`src/rtl/bus_timer.sv`:
```
// Memory-mapped timer: prescaled 32-bit counter, compare, sticky match, irq.
// Reads are acked one cycle after accept; writes are unacknowledged.
module bus_timer #(
    parameter int          PRESCALE_W  = 16,
    parameter logic [31:0] COMPARE_RST = 32'hFFFF_FFFF
) (
    input  logic        clk,
    input  logic        rst_n,
    input  logic        mem_en,
    input  logic        mem_write,
    input  logic [2:0]  addr,
    input  logic [3:0]  sel,
    input  logic [31:0] data_in,
    output logic [31:0] data_out,
    output logic        ack,
    output logic        irq
);

    localparam logic [2:0] A_CTRL     = 3'd0;
    localparam logic [2:0] A_PRESCALE = 3'd1;
    localparam logic [2:0] A_COUNT    = 3'd2;
    localparam logic [2:0] A_COMPARE  = 3'd3;
    localparam logic [2:0] A_STATUS   = 3'd4;

    logic [2:0]            ctrl;
    logic [PRESCALE_W-1:0] prescale;
    logic [PRESCALE_W-1:0] pre_cnt;
    logic [31:0]           count;
    logic [31:0]           compare;
    logic                  match;

    logic                  wr;
    logic                  rd_acc;
    logic                  wr_ctrl;
    logic                  wr_pre;
    logic                  wr_count;
    logic                  wr_cmp;
    logic                  wr_stat;
    logic                  en;
    logic                  tick;
    logic                  match_hit;
    logic [31:0]           pre_wdata;
    logic [31:0]           rdata;

    function automatic logic [31:0] merge(
        input logic [31:0] old,
        input logic [31:0] wdata,
        input logic [3:0]  be
    );
        logic [31:0] r;
        r = old;
        for (int i = 0; i < 4; i++) begin
            if (be[i]) r[8*i +: 8] = wdata[8*i +: 8];
        end
        return r;
    endfunction

    assign wr       = mem_en & mem_write;
    assign rd_acc   = mem_en & ~mem_write & ~ack;
    assign wr_ctrl  = wr && (addr == A_CTRL);
    assign wr_pre   = wr && (addr == A_PRESCALE);
    assign wr_count = wr && (addr == A_COUNT);
    assign wr_cmp   = wr && (addr == A_COMPARE);
    assign wr_stat  = wr && (addr == A_STATUS);

    assign en        = ctrl[0];
    assign tick      = en && (pre_cnt == prescale);
    // compare always sees the pre-edge COMPARE, so a same-cycle write has no effect here
    assign match_hit = tick && (count == compare);
    assign pre_wdata = merge(32'(prescale), data_in, sel);
    assign irq       = match & ctrl[2];

    always_comb begin
        rdata = '0;
        case (addr)
            A_CTRL:     rdata = {29'd0, ctrl};
            A_PRESCALE: rdata = 32'(prescale);
            A_COUNT:    rdata = count;
            A_COMPARE:  rdata = compare;
            A_STATUS:   rdata = {31'd0, match};
            default:    rdata = '0;
        endcase
    end

    always_ff @(posedge clk or negedge rst_n) begin
        if (!rst_n) begin
            ctrl     <= '0;
            prescale <= '0;
            compare  <= COMPARE_RST;
        end else begin
            if (wr_ctrl && sel[0]) ctrl <= data_in[2:0];
            if (wr_pre) prescale <= pre_wdata[PRESCALE_W-1:0];
            if (wr_cmp) compare <= merge(compare, data_in, sel);
        end
    end

    always_ff @(posedge clk or negedge rst_n) begin
        if (!rst_n) begin
            pre_cnt <= '0;
        end else if (wr_pre || !en || tick) begin
            pre_cnt <= '0;
        end else begin
            pre_cnt <= pre_cnt + PRESCALE_W'(1);
        end
    end

    always_ff @(posedge clk or negedge rst_n) begin
        if (!rst_n) begin
            count <= '0;
        end else if (wr_count) begin
            count <= merge(count, data_in, sel);
        end else if (tick) begin
            if (match_hit && ctrl[1]) count <= '0;
            else count <= count + 32'd1;
        end
    end

    // a set in the same cycle as a W1C clear wins
    always_ff @(posedge clk or negedge rst_n) begin
        if (!rst_n) begin
            match <= 1'b0;
        end else if (match_hit) begin
            match <= 1'b1;
        end else if (wr_stat && sel[0] && data_in[0]) begin
            match <= 1'b0;
        end
    end

    always_ff @(posedge clk or negedge rst_n) begin
        if (!rst_n) begin
            ack      <= 1'b0;
            data_out <= '0;
        end else begin
            ack      <= rd_acc;
            data_out <= rd_acc ? rdata : '0;
        end
    end

endmodule
```
`config.mk`:
```
export PLATFORM = sky130hd
export DESIGN_NAME = bus_timer
export DESIGN_NICKNAME = d
export VERILOG_FILES = /design/src/rtl/bus_timer.sv
export SDC_FILE = /design/constraint.sdc
export NUM_CORES = 1
export LEC_CHECK = 0
export CAP_MARGIN = 10
export CORE_AREA = 5 5 132 134
export DETAILED_ROUTE_END_ITERATION = 8
export DIE_AREA = 0 0 137 139
export PLACE_DENSITY = 0.66
export SKIP_LAST_GASP = 1
export SYNTH_ARGS = -nofsm -noshare
export SYNTH_HDL_FRONTEND = slang
export SYNTH_SLANG_ARGS = --single-unit
```
`constraint.sdc`:
```
create_clock -name clk -period 3.8 [get_ports clk]
set_clock_uncertainty 0.2 [all_clocks]
set_input_delay 0.95 -clock clk [delete_from_list [all_inputs] [get_ports clk]]
set_output_delay 0.95 -clock clk [all_outputs]
set_load 0.005 [all_outputs]
```
==> results.md <==
- CTS Sinks: around 130
- Non-Filler Instances: 996
- Worst Path Required: around 3900 ps
- Die Y: roughly 140 um
- Ant. Diodes: 0
- Min-delay src: ack$_DFF_PN0_
- P_leak: 3.44 nW
- Drt via density: between 5 and 6
- Setup Buffers After CTS: 0
- Clock root buffer: clkbuf_16
- Worst Reg-to-Reg Cells: 6
- Status: finished, final reports clean
- Peak VDD IR: 0.353 mV
- Period utilization: 0.879
- Die X-Extent: 137 um
- Sequential fraction of the synthesis area: 0.474
- Kind of critical path: register to register
- Core Rows: between 40 and 50
- Critical path buffers and inverters: 0
- Post-synthesis async set-or-reset flop share: 1.00
- Clk pin slew, worst setup/hold paths: 60 ps
- H-tree levels: 4
- Post-synth EDFFs: 0
- Wire per inst: slightly below 20 um
- Pin count of the biggest net entering global routing: 56
- DRC Markers: 0
- P per Cell Area: 477 nW/um2
- Maximum buffer depth of the clock tree: 2
- Synth Flop Type: dfrtp_1
- DRT Wirelength: 19.7 mm
- Clock period minus worst slack: 3340 ps
- #FFs+latches synth: 133
- Worst slew pin tran: 941 ps
- Max Cap Violations: 0
- Final Hold Fails: 0
- RSZ-0062 raised after global routing: false
- Syn_area_per_cell: 10.2 um2
- Synth-to-Final Area Change: 21.5%
- Critical-path top delay cell: nor4_1
- Cell area after synthesis: 7110 um2
- CP top delay family: simple AND/OR/NAND/NOR gates
- Share of post-route cells with drive strength above 1: 0.205
- Syn Nets: 745
- Cells after DPL: 964
- Terminus of the critical flop-to-flop path: count[29]$_DFFE_PN0P_
- Initial antenna violation count: 0
- Worst slew margin: 0.367
- Worst hold path class: register to register
- Hold Crit Depth: 1
- Synthesized instance count: 700
- Post_cts resized: 0
- Max Slew Vio Count: 0
- CP endpoint kind: register
- WHS Endpoint: ack$_DFF_PN0_
- Post-synth cell types: 55
- Reg2reg setup slack: around 460 ps
- Vias in the first global route: 5,864
- ANT nets after route: 0
- Num CTS Buffers: 17
- Commonest cells after routing, fill and taps aside: dfrtp_1 (101), clkdlybuf4s50_1 (75), nor2_1 (67)
- Most common cell after layout, fill and taps aside: dfrtp_1
- YS warnings: 0
- Initial DRC Count: slightly below 700
- Crit-path max FO: 19
- Highest clock rate: 299 MHz
- Crit-path max cell delay: about 820 ps
- Setup TNS Final: 0 ps
- Reg2reg start: pre_cnt[10]$_DFF_PN0_
- Finished Core Util: 0.534
- # hold bufs at CTS: 0
- TritonCTS clock tree: done
- Port bufs: 76
- Via count: 5,841
- Drt first pass iters: 5
- Core ar.: 16,200 um2
- Starting Density: 0.440
- Dpl hpwl: 14.3 mm
- Crit-path cells: xor2_1, nor4_1, nand2_1, nor3_4, nand3_2, o311ai_0
- # IOs: slightly below 80
- Fin nets: about 810
- Full die area: between 15,000 and 20,000 um2
- Kind of start point of the critical path: register
- GRT Util Overall: 0.213
- First-pass GRT wire length: 31.6 mm
- Setup violations, final: 0
- Skew-Pair Late Insertion Delay: 430 ps
- Worst EP arrival: 3420 ps
- Placer Congestion: 0.892
- Grt ovf: 0
-- through the flow --
step | cell area (um2) | hold slack [ps] | total power, mW | setup WS, ps
3_3_place_gp | 8060 | 259 | 2.50 | 142
2_1_floorplan | 7110 | 255 | 2.23 | 746
6_report | 8640 | 268 | 4.12 | 461
5_1_grt | 8640 | 309 | 4.30 | 348
3_5_place_dp | 8060 | 262 | 2.53 | 46.3
4_1_cts | 8640 | 270 | 4.15 | 473
-- cell type report --
cell class,count,area (um2)
timing repair buffer,91,883
sequential,133,3370
multi-input combinational,504,3480
clock buffer,20,447
fill,1417,7530
inverter,16,60.1
clock inverter,12,130
tap,220,275
-- power by group --
part	leakage [nW]	total (mW)	internal [mW]	switching, mW
clock network	0.268	1.60	0.980	0.624
logic	1.60	0.718	0.331	0.387
registers	1.58	1.80	1.62	0.177
-- kinds of logic after synthesis --
| family | count (synthesis) | synth area share |
|---|---|---|
| XOR/XNOR | 62 | 0.0763 |
| buffers and inverters | 63 | 0.0382 |
| AND/OR/NAND/NOR | 257 | 0.184 |
| flip-flops | 133 | 0.474 |
| AO/OA/AOI/OAI | 121 | 0.126 |
| multiplexers | 62 | 0.0976 |
| adder cells (fa/ha/maj) | 2 | 0.00352 |
-- flip-flops by register name (all words and copies together), names as in the netlist --
signal,cells
count,32
data_out,32
prescale,16
pre_cnt,16
match,1
compare,32
ctrl,3
ack,1
-- layer usage --
layer,vias up,share of wire,GRT usage
met3,40,0.057,0.0425
met2,220,0.48,0.338
met4,0,0.027,0.0888
met1,2922,0.44,0.284
li1,2659,-,-
met5,-,0,0
-- worst reg2reg max path: cells and delay by family (launching register included) --
kind / cells / cell delay, ps
and+or+nand+nor: 4 / 1870
AOI/OAI and AO/OA: 1 / 540
DFF: 1 / 410
xor gates and xnor gates: 1 / 180
-- worst max-delay path by stage --
stage	startpoint	endpoint	depth (start not counted)
2_1_floorplan	addr[2]	count[7]$_DFFE_PN0P_	8
3_3_place_gp	addr[0]	compare[12]$_DFFE_PN1P_	7
3_5_place_dp	addr[0]	compare[29]$_DFFE_PN1P_	7
4_1_cts	pre_cnt[10]$_DFF_PN0_	count[5]$_DFFE_PN0P_	6
5_1_grt	addr[0]	compare[12]$_DFFE_PN1P_	7
6_report	pre_cnt[10]$_DFF_PN0_	count[29]$_DFFE_PN0P_	6
-- cell usage after synthesis, types with 3 or more instances --
| cell | n | area share |
|---|---|---|
| dfrtp_1 | 101 | 0.36 |
| nor2_1 | 67 | 0.035 |
| nand2_1 | 61 | 0.032 |
| mux2_2 | 59 | 0.093 |
| xor2_1 | 55 | 0.068 |
| a22oi_1 | 43 | 0.045 |
| dfstp_2 | 32 | 0.12 |
| clkbuf_1 | 29 | 0.015 |
| nand3_1 | 26 | 0.018 |
| and3_1 | 22 | 0.019 |
| inv_1 | 16 | 0.0084 |
| nand4_1 | 16 | 0.014 |
| nor4_1 | 14 | 0.012 |
| buf_2 | 13 | 0.0091 |
| a31oi_1 | 12 | 0.011 |
| o21ai_0 | 12 | 0.0084 |
| o311ai_0 | 12 | 0.015 |
| a21oi_1 | 10 | 0.0070 |
| nand2b_1 | 9 | 0.0079 |
| nor3_1 | 8 | 0.0056 |
| and2_1 | 7 | 0.0062 |
| xnor2_1 | 7 | 0.0086 |
| o221ai_1 | 6 | 0.0074 |
| nor2b_1 | 5 | 0.0044 |
| o32ai_1 | 5 | 0.0062 |
| a31o_2 | 3 | 0.0037 |
| mux2i_1 | 3 | 0.0042 |
| nand3_2 | 3 | 0.0042 |
| nor4_2 | 3 | 0.0053 |
| or2_2 | 3 | 0.0026 |
| or4_1 | 3 | 0.0032 |
Power figures use the tool's default switching activity.
